## config.mk

```make
export PLATFORM = sky130hd
export DESIGN_NAME = ps2_keyboard
export DESIGN_NICKNAME = d
export VERILOG_FILES = /design/src/rtl/ps2_keyboard.sv
export SDC_FILE = /design/constraint.sdc
export NUM_CORES = 1
export LEC_CHECK = 0
export CAP_MARGIN = 0
export CORE_MARGIN = 2
export CORE_UTILIZATION = 60
export DETAILED_ROUTE_END_ITERATION = 10
export GPL_ROUTABILITY_DRIVEN = 0
export PLACE_DENSITY = 0.81
export SYNTH_ARGS = -nofsm -noshare
export SYNTH_HDL_FRONTEND = slang
export SYNTH_SLANG_ARGS = --single-unit
```

## constraint.sdc

```tcl
create_clock -name clock50 -period 3.5 [get_ports clock50]
set_input_delay 0.7 -clock clock50 [delete_from_list [all_inputs] [get_ports clock50]]
set_output_delay 0.7 -clock clock50 [all_outputs]
set_load 0.02 [all_outputs]
```

## src/rtl/ps2_keyboard.sv

```systemverilog
// ============================================================================
// Module  : ps2_keyboard
// Brief   : PS/2 keyboard receiver: synchronise, deglitch, frame, check parity.
// Revision: 1.0 - initial release
// ============================================================================
`timescale 1ns/1ps
`default_nettype none

module ps2_keyboard #(
  parameter int FILTER  = 8,
  parameter int TIMEOUT = 50000
) (
  input  logic       clock50,
  input  logic       reset_n,
  input  logic       ps2_clk,
  input  logic       ps2_dat,
  output logic [7:0] ps2_data,
  output logic       ps2_hit,
  output logic       ps2_err,
  output logic       busy
);

  localparam int FW = (FILTER > 1) ? $clog2(FILTER + 1) : 1;
  localparam int TW = $clog2(TIMEOUT + 1);

  typedef enum logic [1:0] {IDLE, DATA, PARITY, STOP} state_t;

  logic          clk_meta_q, clk_meta_d, clk_sync_q, clk_sync_d;
  logic          dat_meta_q, dat_meta_d, dat_sync_q, dat_sync_d;
  logic          fclk_q, fclk_d, fclk_prev_q, fclk_prev_d;
  logic [FW-1:0] filt_cnt_q, filt_cnt_d;
  logic          fall;

  state_t        state_q, state_d;
  logic [2:0]    bit_cnt_q, bit_cnt_d;
  logic [7:0]    shift_q, shift_d;
  logic          parity_q, parity_d;
  logic [7:0]    data_q, data_d;
  logic          hit_q, hit_d;
  logic          err_q, err_d;
  logic [TW-1:0] to_cnt_q, to_cnt_d;

  // Front end flops idle high so reset release never looks like a falling edge.
  always_ff @(posedge clock50 or negedge reset_n) begin
    if (!reset_n) begin
      clk_meta_q  <= 1'b1;
      clk_sync_q  <= 1'b1;
      dat_meta_q  <= 1'b1;
      dat_sync_q  <= 1'b1;
      fclk_q      <= 1'b1;
      fclk_prev_q <= 1'b1;
      filt_cnt_q  <= '0;
    end else begin
      clk_meta_q  <= clk_meta_d;
      clk_sync_q  <= clk_sync_d;
      dat_meta_q  <= dat_meta_d;
      dat_sync_q  <= dat_sync_d;
      fclk_q      <= fclk_d;
      fclk_prev_q <= fclk_prev_d;
      filt_cnt_q  <= filt_cnt_d;
    end
  end

  always_comb begin
    clk_meta_d  = ps2_clk;
    clk_sync_d  = clk_meta_q;
    dat_meta_d  = ps2_dat;
    dat_sync_d  = dat_meta_q;
    fclk_prev_d = fclk_q;
    fclk_d      = fclk_q;
    filt_cnt_d  = '0;
    // Count consecutive cycles of disagreement; flip on the FILTER-th one.
    if (clk_sync_q != fclk_q) begin
      if (filt_cnt_q == FW'(FILTER - 1)) begin
        fclk_d = clk_sync_q;
      end else begin
        filt_cnt_d = filt_cnt_q + 1'b1;
      end
    end
  end

  assign fall = fclk_prev_q & ~fclk_q;

  always_ff @(posedge clock50 or negedge reset_n) begin
    if (!reset_n) begin
      state_q   <= IDLE;
      bit_cnt_q <= '0;
      shift_q   <= '0;
      parity_q  <= 1'b0;
      data_q    <= '0;
      hit_q     <= 1'b0;
      err_q     <= 1'b0;
      to_cnt_q  <= '0;
    end else begin
      state_q   <= state_d;
      bit_cnt_q <= bit_cnt_d;
      shift_q   <= shift_d;
      parity_q  <= parity_d;
      data_q    <= data_d;
      hit_q     <= hit_d;
      err_q     <= err_d;
      to_cnt_q  <= to_cnt_d;
    end
  end

  always_comb begin
    state_d   = state_q;
    bit_cnt_d = bit_cnt_q;
    shift_d   = shift_q;
    parity_d  = parity_q;
    data_d    = data_q;
    hit_d     = 1'b0;
    err_d     = 1'b0;
    to_cnt_d  = '0;

    case (state_q)
      IDLE: begin
        if (fall && !dat_sync_q) begin
          state_d   = DATA;
          bit_cnt_d = '0;
        end
      end
      DATA: begin
        if (fall) begin
          shift_d   = {dat_sync_q, shift_q[7:1]};
          bit_cnt_d = bit_cnt_q + 3'd1;
          if (bit_cnt_q == 3'd7) begin
            state_d = PARITY;
          end
        end
      end
      PARITY: begin
        if (fall) begin
          parity_d = dat_sync_q;
          state_d  = STOP;
        end
      end
      STOP: begin
        if (fall) begin
          if (dat_sync_q && (^{shift_q, parity_q})) begin
            data_d = shift_q;
            hit_d  = 1'b1;
          end else begin
            err_d  = 1'b1;
          end
          state_d = IDLE;
        end
      end
      default: state_d = IDLE;
    endcase

    // A falling edge in the terminal cycle takes priority over the timeout.
    if (state_q != IDLE && !fall) begin
      to_cnt_d = (to_cnt_q == TW'(TIMEOUT)) ? to_cnt_q : to_cnt_q + 1'b1;
      if (to_cnt_q == TW'(TIMEOUT - 1)) begin
        state_d = IDLE;
        err_d   = 1'b1;
      end
    end
  end

  assign ps2_data = data_q;
  assign ps2_hit  = hit_q;
  assign ps2_err  = err_q;
  assign busy     = (state_q != IDLE);

endmodule

`default_nettype wire

```

==> results of run 1 <==
cells by family (layout without fill, tap and decap cells):
kind of cell | Yosys count | count (layout)
AOI/OAI and AO/OA | 18 | 18
xor gates and xnor gates | 19 | 19
adders and majority gates | 5 | 5
buffers and inverters | 11 | 27
DFF | 50 | 50
muxes | 21 | 21
and+or+nand+nor | 65 | 65
routing by layer:
metal | vias up | track usage (%)
li1 | 694 | -
met1 | 719 | 29.29
met2 | 35 | 32.45
met3 | 8 | 5.451
met4 | 0 | 6.510
met5 | - | 0
critical path, stage by stage, from the launching register on:
cell and delay, ns:
dfrtp_1 0.48, nor2_1 0.10, inv_1 0.10, clkdlybuf4s50_1 0.61
through the flow:
stage                     hold slack, ns  setup WS, ns  util [%]   power, W
after floorplan                   0.3452         1.624         -  0.0009628
after CTS                         0.3626         1.207     70.37   0.001453
after global routing              0.3651         1.147     70.37   0.001518
final                             0.3621         1.202     70.37   0.001442
after detailed placement          0.3491         1.380     67.29   0.001044
after global placement            0.3463         1.487     67.29   0.001017
registers in the layout, indices dropped and copies added, names as in the netlist:
signal and flops:
ps2_hit 1, state_q 2, fclk_prev_q 1, dat_meta_q 1, clk_meta_q 1, fclk_prev_d 1
ps2_data 8, ps2_err 1, bit_cnt_q 3, clk_sync_q 1, shift_q 8, parity_q 1
dat_sync_q 1, to_cnt_q 16, filt_cnt_q 4
power groups by stage:
stage	Clock, W	Combinational, W	Sequential, W
6_report	0.000407	0.000312	0.000723
5_1_grt	0.000439	0.000345	0.000734
4_1_cts	0.000415	0.000316	0.000722
3_5_place_dp	0	0.000313	0.000732
3_3_place_gp	0	0.000295	0.000722
2_1_floorplan	0	0.000259	0.000704
synth_stat cells (3+ instances only):
library cell and n:
nand2_1 8, a21oi_1 10, ha_1 5, dfrtp_1 44
inv_1 5, dfstp_2 6, clkbuf_1 5, xnor2_1 7
nor2_1 18, nand3_1 8, nand4_1 4, and4_1 3
xor2_1 10, mux2_2 19, nor3_1 4, o21ai_0 3
cell type report:
cell class                      instances  area share (%)
Inverter                                5          0.7285
Timing Repair Buffer                   14           5.245
Tap cell                               48           2.331
Clock buffer                            5           2.671
Multi-Input combinational cell        128           38.47
Clock inverter                          3           1.700
Sequential cell                        50           48.86
worst min-delay path by stage:
stage / to / slack (ns)
floorplan: clk_sync_q / 0.35
global placement: dat_sync_q / 0.35
detailed placement: dat_sync_q / 0.35
CTS: dat_sync_q / 0.36
global route: dat_sync_q / 0.37
finish: dat_sync_q / 0.36
placed cells by master (no fill, tap or decap), drive strengths merged, types with 5 or more instances in the layout:
cell type	Yosys	final
ha	5	5
xor2	10	10
mux2	19	19
clkbuf	5	5
clkdlybuf4s50	0	13
nand2	8	8
dfrtp	44	44
dfstp	6	6
inv	5	6
nand3	8	8
xnor2	7	7
a21oi	10	10
nor2	18	18
==> impl_metrics.json, run 1 <==
{
  "dieWidth_um": 65.81,
  "grtUsageTotal_pct": 20.99,
  "ctsHtreeMaxLevel": 2,
  "ir_worst_vdd_mv": 0.4077,
  "fin_setup_tns_ns": 0,
  "worstHoldStart": "dat_meta_q",
  "syn_nets": 198,
  "synth.avg_cell_area_sq_um": 12.13,
  "clock_latency_ns": 0.30,
  "cts_buffer_depth": 2,
  "power.share.switching_pct": 30.07,
  "synth_top_family_by_area": "simple AND/OR/NAND/NOR gates",
  "postSynth.asyncResetShare_pct": 100.0,
  "p_per_area_nw_per_um2": 559.8,
  "grt_pass1_wl_mm": 6.844,
  "crit_type": "reg -> out",
  "drt-pass1-iter-count": 4,
  "end_kind": "output pin",
  "layout-drive-gt1-share_pct": 19.51,
  "placed_area_sq_um": 2464,
  "ys_types": 38,
  "ys_ff_latch": 50,
  "insertedDiodeCount": 0,
  "cts_made_buffers": 5,
  "dieArea_sq_um": 4331,
  "seqPwrFrac_pct": 50.1,
  "synthAdderAreaFrac_pct": 2.729,
  "synth_compound_area_share_pct": 4.585,
  "seq_area_sq_um": 1259,
  "muxShareOfSynthArea_pct": 10.75,
  "synth-simple-area-share_pct": 16.59,
  "finalNonFillerCells": 253,
  "syn_inst": 189,
  "switchingPower_w": 0.0004336,
  "grt_pass1_vias": 1405,
  "synth_area_leaders": "dfrtp_1 48%, mux2_2 9.3%, dfstp_2 6.9%, xor2_1 3.8%, nor2_1 2.9%",
  "maxCapViolCount": 0,
  "critPathRequiredTime_ns": 2.80,
  "tritoncts_num_sinks": 50,
  "path_max_fanout": 9,
  "synth-xor-area-share_pct": 8.570,
  "p_clk_share_pct": 28.3,
  "dp_cells": 245,
  "wl_per_cell_um": 15.61,
  "start_util_pct": 62.61,
  "first_iter_violations": 101,
  "rsz0062_at_grt": "no",
  "ff2ff_setup_slack_ns": 1.33,
  "seq_area_frac_synth_pct": 54.91,
  "ios": 15,
  "hold_viol_final": 0,
  "highest_layer": "met4",
  "overflow": 0,
  "crit_path_end": "busy",
  "period_share_pct": 65.65,
  "ctsHoldBuffers": 0,
  "hold_class": "reg -> reg",
  "post_cts_resized": 0,
  "cts-root-buf": "clkbuf_8",
  "portBuffers": 14,
  "wirelength_mm": 3.950,
  "avgViaCountPerCell": 5.755,
  "path_clk_slew_ns": 0.09,
  "dieHeight_um": 65.81,
  "fin_area_sq_um": 2576,
  "whs_path_depth": 0,
  "dr_wl_met2_mm": 1.917,
  "ys.flop_type": "dfrtp_1",
  "antenna_found_initial": 0,
  "rr_endpoint": "shift_q[1]",
  "dp_hpwl_mm": 2.745,
  "arrival_ns": 1.60,
  "synth_top_area_share_pct": 48.03,
  "p_comb_share_pct": 21.6,
  "grt_max_degree": 51,
  "crit_path_start": "state_q[0]",
  "wl_met3_um": 170,
  "wl_met1_mm": 1.806,
  "rr_worst_depth": 4,
  "core_sq_um": 3661,
  "finalSetupViolations": 0,
  "drc": 0,
  "cts_tree": "built",
  "final_max_slew_viol_count": 0,
  "max-slew-margin-rel_pct": 29.39,
  "fmax_mhz": 435.2,
  "fin_skew_ns": 0.009649,
  "synth_edf_count": 0,
  "period_needed_ns": 2.298,
  "fin_nets": 213,
  "dr_total_vias": 1456,
  "yosysTopAreaCell": "dfrtp_1",
  "cts_setup_buffers": 0,
  "p_leak_nw": 1.170,
  "fillers": 266,
  "synthToLayoutAreaGrowth_pct": 12.39,
  "ant_nets": 0,
  "rows": 22,
  "reg2reg_from": "fclk_prev_q",
  "yosys_warnings": 0,
  "syn_area_sq_um": 2292,
  "multiInputGateArea_sq_um": 991.0,
  "startpoint_type": "register",
  "worst_slew_pin_slew_ns": 1.059,
  "outcome": "finished clean",
  "p_int_w": 0.001009
}
Note: power is estimated with default switching activity, not from simulation.
==> inputs of run 2 (changes only) <==
- CORE_UTILIZATION: 60 -> 58
- PLACE_DENSITY: 0.81 -> 0.78
- clock period: 3.5 -> 2.3 ns (I/O delays scaled with it)
==> run 2 against run 1 <==
  * Power is 51% higher
  * Core utilization is 1.1 points lower
  * Clock skew is 0.00093 ns lower
  * Critical path type unchanged
==> impl_metrics.json, run 2 (synthesis gave the netlist of run 1 again) <==
{
  "grtUsageTotal_pct": 20.73,
  "rr_worst_depth": 4,
  "wirelength_mm": 3.870,
  "drt-pass1-iter-count": 4,
  "seqPwrFrac_pct": 50.4,
  "grt_pass1_wl_mm": 6.879,
  "first_iter_violations": 124,
  "p_per_area_nw_per_um2": 838.1,
  "maxCapViolCount": 0,
  "overflow": 0,
  "fmax_mhz": 488.6,
  "start_util_pct": 61.23,
  "final_cell_mix": "44 x dfrtp_1, 19 x mux2_2, 18 x nor2_1",
  "period_needed_ns": 2.047,
  "regMostFlops": "to_cnt_q",
  "worst_slack_ns": 0.2533,
  "core_sq_um": 3744,
  "seq_area_sq_um": 1259,
  "p_comb_share_pct": 21.9,
  "power.share.switching_pct": 29.46,
  "ctsHtreeMaxLevel": 2,
  "final_common_cell": "dfrtp_1",
  "ios": 15,
  "period_share_pct": 88.99,
  "holdWs_ns": 0.1326,
  "path_max_fanout": 9,
  "reg2reg_from": "shift_q[0]",
  "cts_made_buffers": 5,
  "crit_path_start": "state_q[0]",
  "largest_register_ffs": 16,
  "tritoncts_num_sinks": 50,
  "final_max_slew_viol_count": 0,
  "fillers": 292,
  "p_int_w": 0.001534,
  "ant_nets": 0,
  "max-slew-margin-rel_pct": 62.74,
  "path_clk_slew_ns": 0.09,
  "critPathRequiredTime_ns": 1.84,
  "worst_slew_pin_slew_ns": 0.5589,
  "fin_nets": 216,
  "wl_per_cell_um": 15.12,
  "antenna_found_initial": 0,
  "crit_type": "reg -> out",
  "layout-drive-gt1-share_pct": 20.67,
  "dr_total_vias": 1461,
  "synthToLayoutAreaGrowth_pct": 13.21,
  "drc": 0,
  "dieHeight_um": 66.87,
  "dieArea_sq_um": 4471,
  "p_clk_share_pct": 27.7,
  "arrival_ns": 1.59,
  "dieWidth_um": 66.87,
  "hold_viol_final": 0,
  "p_leak_nw": 1.184,
  "startpoint_type": "register",
  "dp_slack_ns": 0.2634,
  "clock_latency_ns": 0.31,
  "cts_setup_buffers": 0,
  "avgViaCountPerCell": 5.707,
  "rr_endpoint": "ps2_data[1]",
  "grt_max_degree": 26,
  "fin_skew_ns": 0.008715,
  "ir_worst_vdd_mv": 0.6944,
  "cts_buffer_depth": 2,
  "outcome": "finished clean",
  "hold_class": "in -> async",
  "ctsHoldBuffers": 0,
  "finalSetupViolations": 0,
  "switchingPower_w": 0.0006407,
  "finalPower_w": 0.002175,
  "dp_hpwl_mm": 2.792,
  "grt_pass1_vias": 1524,
  "portBuffers": 14,
  "rows": 22,
  "cts_tree": "built",
  "insertedDiodeCount": 0,
  "end_kind": "output pin",
  "multiInputGateArea_sq_um": 991.0,
  "cts-root-buf": "clkbuf_8",
  "rsz0062_at_grt": "no",
  "fin_setup_tns_ns": 0,
  "post_cts_resized": 0,
  "ff2ff_setup_slack_ns": 0.26
}
==> run 2: cell types whose count changed in the layout (fill, tap and decap cells not counted), sizes merged <==
cell,before,now
buf,1,4
clkinv,1,2
inv,6,5
==> run 2: power by group through the flow <==
| stage | logic [W] | clock network (W) | registers (W) |
|---|---|---|---|
| 2_1_floorplan | 0.000394 | 0 | 0.00107 |
| 3_3_place_gp | 0.000459 | 0 | 0.00110 |
| 3_5_place_dp | 0.000480 | 0 | 0.00111 |
| 4_1_cts | 0.000485 | 0.000616 | 0.00110 |
| 5_1_grt | 0.000534 | 0.000643 | 0.00111 |
| 6_report | 0.000477 | 0.000602 | 0.00110 |
==> run 2: worst max path at each step <==
stage	endpoint	slack [ns]	depth (start not counted)
floorplan	ps2_data[0]	0.42	4
global placement	ps2_data[0]	0.34	4
detailed placement	ps2_data[5]	0.26	4
CTS	busy	0.24	3
global route	ps2_data[3]	0.18	4
finish	busy	0.25	3
==> run 2: per-stage QoR <==
stage	util, %	cell area, sq um	cells
2_1_floorplan	-	2292	189
3_3_place_gp	66.41	2486	248
3_5_place_dp	66.41	2486	248
4_1_cts	69.32	2595	256
5_1_grt	69.32	2595	256
6_report	69.32	2595	256
==> run 2: layout make-up <==
class	count	share of cell area, %
clock buffer	5	2.652
clock inverter	3	1.543
inverter	5	0.7232
multi-input combinational	128	38.19
sequential	50	48.51
tap	48	2.314
timing repair buffer	17	6.075
==> run 2: routing by layer <==
metal | routed length [um] | share of wire [%] | global-route usage [%] | vias to the layer above
li1 | - | - | - | 701
met1 | 1695 | 44 | 26.28 | 726
met2 | 1963 | 51 | 34.75 | 28
met3 | 164 | 4.2 | 5.405 | 6
met4 | 47 | 1.2 | 6.633 | 0
met5 | 0 | 0 | 0 | -
==> run 2: worst max-delay path: stages, from the launching register on <==
cell and delay, ns:
dfrtp_1 0.47, nor2_1 0.11, inv_1 0.09, clkdlybuf4s50_1 0.61
